## src/rtl/uart_pkg.sv

```systemverilog
// Shared types and helpers for the FIFO-fed UART transmit path.
package uart_pkg;

    localparam int UART_DATA_W = 8;

    typedef enum logic [2:0] {
        IDLE,
        FETCH,
        LOAD,
        START,
        DATA,
        PARITY,
        STOP
    } tx_state_t;

    // Even parity is the XOR of the data bits; odd parity inverts it.
    function automatic logic calc_parity(input logic [UART_DATA_W-1:0] data,
                                         input logic                   odd);
        return (^data) ^ odd;
    endfunction

endpackage

```

## src/rtl/uart_bit_timer.sv

```systemverilog
// Free-running bit-period timer: counts 0..CLKS_PER_BIT-1 and flags the last
// cycle of each bit period. Held at zero while clear is high.
module uart_bit_timer #(
    parameter int CLKS_PER_BIT = 868
) (
    input  logic clk,
    input  logic rst,
    input  logic clear,
    output logic bit_tick
);

    localparam int TW = (CLKS_PER_BIT > 1) ? $clog2(CLKS_PER_BIT) : 1;
    localparam logic [TW-1:0] LAST = TW'(CLKS_PER_BIT - 1);

    logic [TW-1:0] count;

    // NOTE: sequential state uses non-blocking assignments so every flop samples pre-edge values.
    always_ff @(posedge clk or posedge rst) begin
        if (rst) begin
            count <= '0;
        end else if (clear || count == LAST) begin
            count <= '0;
        end else begin
            count <= count + TW'(1);
        end
    end

    assign bit_tick = (count == LAST);

endmodule

```

## src/rtl/fifo_uart_tx.sv

```systemverilog
// Drains the byte FIFO one entry at a time and serialises each byte as a UART
// frame (start, 8 data LSB first, optional parity, 1 or 2 stop bits).
module fifo_uart_tx
    import uart_pkg::*;
#(
    parameter int CLKS_PER_BIT = 868,
    parameter bit PARITY_EN    = 1'b0,
    parameter bit PARITY_ODD   = 1'b0,
    parameter int STOP_BITS    = 1
) (
    input  logic                   clk,
    input  logic                   rst,
    input  logic                   fifo_empty,
    input  logic [UART_DATA_W-1:0] fifo_data,
    output logic                   fifo_rd_en,
    input  logic                   tx_enable,
    output logic                   tx,
    output logic                   busy,
    output logic                   frame_done,
    output logic [15:0]            frames_sent
);

    tx_state_t              state;
    logic [UART_DATA_W-1:0] shreg;
    logic                   parity_bit;
    logic [2:0]             bit_idx;
    logic                   stop_idx;
    logic                   bit_tick;
    logic                   timer_clear;
    logic                   last_stop;
    logic                   start_ok;

    // The timer only runs while a frame is on the line; LOAD leaves it at zero.
    assign timer_clear = (state == IDLE) || (state == FETCH) || (state == LOAD);
    assign last_stop   = (stop_idx == 1'(STOP_BITS - 1));
    assign start_ok    = tx_enable && !fifo_empty;
    assign frame_done  = (state == STOP) && bit_tick && last_stop;

    uart_bit_timer #(
        .CLKS_PER_BIT(CLKS_PER_BIT)
    ) u_bit_timer (
        .clk     (clk),
        .rst     (rst),
        .clear   (timer_clear),
        .bit_tick(bit_tick)
    );

    always_ff @(posedge clk or posedge rst) begin
        if (rst) begin
            state       <= IDLE;
            tx          <= 1'b1;
            fifo_rd_en  <= 1'b0;
            busy        <= 1'b0;
            shreg       <= '0;
            parity_bit  <= 1'b0;
            bit_idx     <= '0;
            stop_idx    <= 1'b0;
            frames_sent <= '0;
        end else begin
            fifo_rd_en <= 1'b0;
            case (state)
                IDLE: begin
                    if (start_ok) begin
                        state      <= FETCH;
                        fifo_rd_en <= 1'b1;
                        busy       <= 1'b1;
                    end
                end
                FETCH: begin
                    state <= LOAD;
                end
                LOAD: begin
                    shreg      <= fifo_data;
                    parity_bit <= calc_parity(fifo_data, PARITY_ODD);
                    bit_idx    <= '0;
                    stop_idx   <= 1'b0;
                    tx         <= 1'b0;
                    state      <= START;
                end
                START: begin
                    // tx is registered, so each bit is presented one boundary ahead.
                    if (bit_tick) begin
                        tx    <= shreg[0];
                        shreg <= shreg >> 1;
                        state <= DATA;
                    end
                end
                DATA: begin
                    if (bit_tick) begin
                        if (bit_idx == 3'd7) begin
                            if (PARITY_EN) begin
                                tx    <= parity_bit;
                                state <= PARITY;
                            end else begin
                                tx    <= 1'b1;
                                state <= STOP;
                            end
                        end else begin
                            bit_idx <= bit_idx + 3'd1;
                            tx      <= shreg[0];
                            shreg   <= shreg >> 1;
                        end
                    end
                end
                PARITY: begin
                    if (bit_tick) begin
                        tx    <= 1'b1;
                        state <= STOP;
                    end
                end
                STOP: begin
                    if (bit_tick) begin
                        if (last_stop) begin
                            frames_sent <= frames_sent + 16'd1;
                            if (start_ok) begin
                                state      <= FETCH;
                                fifo_rd_en <= 1'b1;
                            end else begin
                                state <= IDLE;
                                busy  <= 1'b0;
                            end
                        end else begin
                            stop_idx <= stop_idx + 1'b1;
                        end
                    end
                end
                default: begin
                    state <= IDLE;
                    tx    <= 1'b1;
                    busy  <= 1'b0;
                end
            endcase
        end
    end

endmodule
```

## config.mk

```make
export PLATFORM = sky130hd
export DESIGN_NAME = fifo_uart_tx
export DESIGN_NICKNAME = d
export VERILOG_FILES = /design/src/rtl/uart_pkg.sv /design/src/rtl/uart_bit_timer.sv /design/src/rtl/fifo_uart_tx.sv
export SDC_FILE = /design/constraint.sdc
export NUM_CORES = 1
export LEC_CHECK = 0
export BUFFER_PORTS_ARGS = -buffer_cell sky130_fd_sc_hd__buf_2
export CAP_MARGIN = 0
export CORE_ASPECT_RATIO = 0.6
export CORE_MARGIN = 5
export CORE_UTILIZATION = 50
export CTS_CLUSTER_SIZE = 25
export DETAILED_ROUTE_END_ITERATION = 8
export PLACE_DENSITY = 0.75
export RECOVER_POWER = 50
export SYNTH_ARGS = -nofsm -noshare
export SYNTH_HDL_FRONTEND = slang
export SYNTH_SLANG_ARGS = --single-unit
```

## constraint.sdc

```tcl
create_clock -name clk -period 2.4 [get_ports clk]
set_input_delay 0.48 -clock clk [delete_from_list [all_inputs] [get_ports clk]]
set_output_delay 0.48 -clock clk [all_outputs]
set_load 0.01 [all_outputs]
```

==> flow_summary.ini <==
[clocking]
hold_buffers = 0
clk_pin_slew_worst_paths_ns = 0.08
cts.sinks = 43
clk_latency_ns = 0.29
clockBufferDepth = 2
cts_tree = yes
cts_inserted_buffers = 5
root_buffer = clkbuf_8
htree_levels = 2

[synth]
synth_area_um2 = 2290
netlist_top_cells_count = dfrtp_1, xnor2_1, nor2_1
syn_nets = 212
synthArstFlopShare_pct = 100
yosys-top-cells-area = dfrtp_1, xnor2_1, mux2_4, mux2_2, nand4_1
post-synth-top-area-cell = dfrtp_1
syn_inst = 196
synth_top_area_share_pct = 45.8
ys_warn_count = 0
yosysSeqAreaShare_pct = 46.9
synth_seq_cells = 43
avgSynthCellArea_um2 = 11.7
synth.most_common_cell = dfrtp_1
synth_edf_count = 0
synth_ff_type = dfrtp_1
synth.distinct_cells = 49

[final_layout]
area_growth_pct = 13.9
diodes = 0
drive_above_1_share_pct = 28.0
final_nets = 247

[worst_setup_path]
crit_family = simple AND/OR/NAND/NOR gates
max_stage_delay_ns = 0.41
crit_type = flop to output port
startpoint_type = flop
worst_path_max_delay_cell = dfrtp_1
crit_buf_inv = 2
end_kind = output port
rr_endpoint = shreg[0]$_DFFE_PP0P_
regToRegSetupSlack_ns = 0.37
cp.arrival_ns = 1.79
cp_cell_sequence = ha_2 > and4bb_4 > and3_4 > nand3_1 > inv_1 > buf_2
ff2ff_path_depth = 6
reg2reg_from = u_bit_timer.count[0]$_DFF_PP0_
worstPathRequired_ns = 1.92
cp_max_fo = 5

[route]
dr.pass1.iters = 4
drtIter0Drc = 61
viasPerCell = 5.24
via_count = 1546
wl_per_cell_um = 14.1
totalWireLength_um = 4160
drc = 0
ant_nets = 0

[timing]
fin_setup_tns_ns = 0
fin_ws_ns = 0.128
slew_viol_final = 0
skew_ns = 0.0112
slew_headroom_pct = 31.9
setup_viol = 0
max_freq_mhz = 440
worst_pin_slew_ns = 1.02
min_period_ns = 2.27
finalCritPeriodShare_pct = 94.7
hold_viol_final = 0

[global_routing]
antenna_found_initial = 0
grt_pass1_wl_um = 7210
grt_max_degree = 44
grt_overflow_total = 0
grt.total_usage_pct = 14.2
grt_pass1_vias = 1505

[worst_hold_path]
hold_path_class = primary input to flop
holdPathStages = 3
hold_path_startpoint = fifo_data[7]
min_to = shreg[7]$_DFFE_PP0P_

[outcome]
status = finished, final reports clean

[floorplanning]
num_io_pins = 32
die_area_um2 = 6090
core_area_um2 = 4520
start_util_pct = 50.8
fp-row-count = 19
die_x_um = 97.5
fp.dieH_um = 62.5

[place]
place_hpwl_um = 2940
numPortBuffers = 31
post-place-ws_ns = 0.301
gp_congestion = 0.822

[pwr]
p_per_area_nw_per_um2 = 776
power.leakage_nw = 1.27
ir_drop_mv = 0.432

[run]
maxCapViolCount = 0
[area by class of cell]
cell class	count	area, µm²
sequential	43	1080
clock inverter	2	35.0
multi-input combinational	139	1140
fill	400	1900
inverter	6	22.5
timing repair buffer	36	179
tap	63	78.8
clock buffer	6	82.6
[what timing repair did]
| action | CTS | global route |
|---|---|---|
| endpoints found under the hold margin | 0 | 0 |
| gates resized for setup | 1 | 0 |
| setup endpoints to repair | 1 | 1 |
| setup buffers | 0 | 2 |
| pin swaps | 0 | 0 |
[cell usage in the layout, fill, tap and decap left out, types with 2 or more instances in the layout]
cell | synthesis | final
nor2_1 | 14 | 14
mux2_4 | 7 | 7
and3_1 | 5 | 5
a21oi_1 | 3 | 3
inv_1 | 6 | 6
nand3_1 | 12 | 12
mux2_2 | 7 | 7
xnor2_1 | 19 | 19
a2111oi_4 | 2 | 2
buf_4 | 0 | 4
ha_1 | 4 | 3
buf_2 | 3 | 22
and4_1 | 2 | 2
a21o_1 | 2 | 2
nand4_1 | 10 | 10
nand2b_1 | 3 | 3
clkbuf_1 | 2 | 9
a22o_1 | 2 | 2
nand2_1 | 8 | 8
o21ai_0 | 5 | 5
clkbuf_8 | 0 | 6
xor2_1 | 4 | 4
nor3_1 | 4 | 4
mux2_1 | 2 | 2
dfrtp_1 | 42 | 42
a31oi_1 | 2 | 2
and2_1 | 2 | 2
[metrics by stage]
step,cell area (µm²),power [mW],std cells,utilization [%],hold slack (ns)
detailed placement,2490,1.44,285,55.2,0.466
floorplan,2290,1.33,196,-,0.455
finish,2610,2.03,295,57.9,0.433
global placement,2490,1.42,285,55.2,0.457
CTS,2610,2.03,293,57.8,0.328
global route,2610,2.14,295,57.9,0.449
[report_power, final]
group,internal [mW],switching (mW),total (mW)
Combinational,0.279,0.209,0.488
Clock,0.337,0.243,0.580
Sequential,0.840,0.120,0.960
[worst min-delay path, delay by kind of cell]
kind                   cells  cell delay [ns]
AOI/OAI and AO/OA          1             0.07
buffers and inverters      1             0.08
and+or+nand+nor            1             0.07
[logic make-up after synthesis]
logic type / after synthesis / synth area share [%]
AO/OA/AOI/OAI: 25 / 11.0
XOR/XNOR: 23 / 8.78
adder cells (fa/ha/maj): 5 / 2.67
buffers and inverters: 14 / 3.54
flip-flops: 43 / 46.9
multiplexers: 16 / 9.00
AND/OR/NAND/NOR: 70 / 18.0
[sequential cells by signal, indices dropped and copies added, names as in the netlist]
name / cells
tx: 1
u_bit_timer.count: 10
shreg: 8
bit_idx: 3
frames_sent: 16
busy: 1
fifo_rd_en: 1
state: 3
[metal layers]
| metal | wire length (µm) | part of all wire (%) | vias to the layer above | global-route usage, % |
|---|---|---|---|---|
| met4 | 28 | 0.67 | 0 | 3.11 |
| met5 | 0 | 0 | - | 0 |
| met1 | 2160 | 52 | 746 | 21.5 |
| met3 | 168 | 4.0 | 4 | 3.79 |
| li1 | - | - | 768 | - |
| met2 | 1810 | 43 | 28 | 20.1 |
[worst max path at each step]
stage / from / end / slack [ns] / cells past startpoint
floorplan: bit_idx[0]$_DFFE_PP0P_ / shreg[0]$_DFFE_PP0P_ / 0.58 / 5
global placement: u_bit_timer.count[0]$_DFF_PP0_ / frame_done / 0.37 / 6
detailed placement: u_bit_timer.count[0]$_DFF_PP0_ / frame_done / 0.30 / 6
CTS: u_bit_timer.count[0]$_DFF_PP0_ / frame_done / 0.004 / 6
global route: u_bit_timer.count[0]$_DFF_PP0_ / frame_done / -0.01 / 6
finish: u_bit_timer.count[0]$_DFF_PP0_ / frame_done / 0.13 / 6
(Power assumes the default switching activity.)
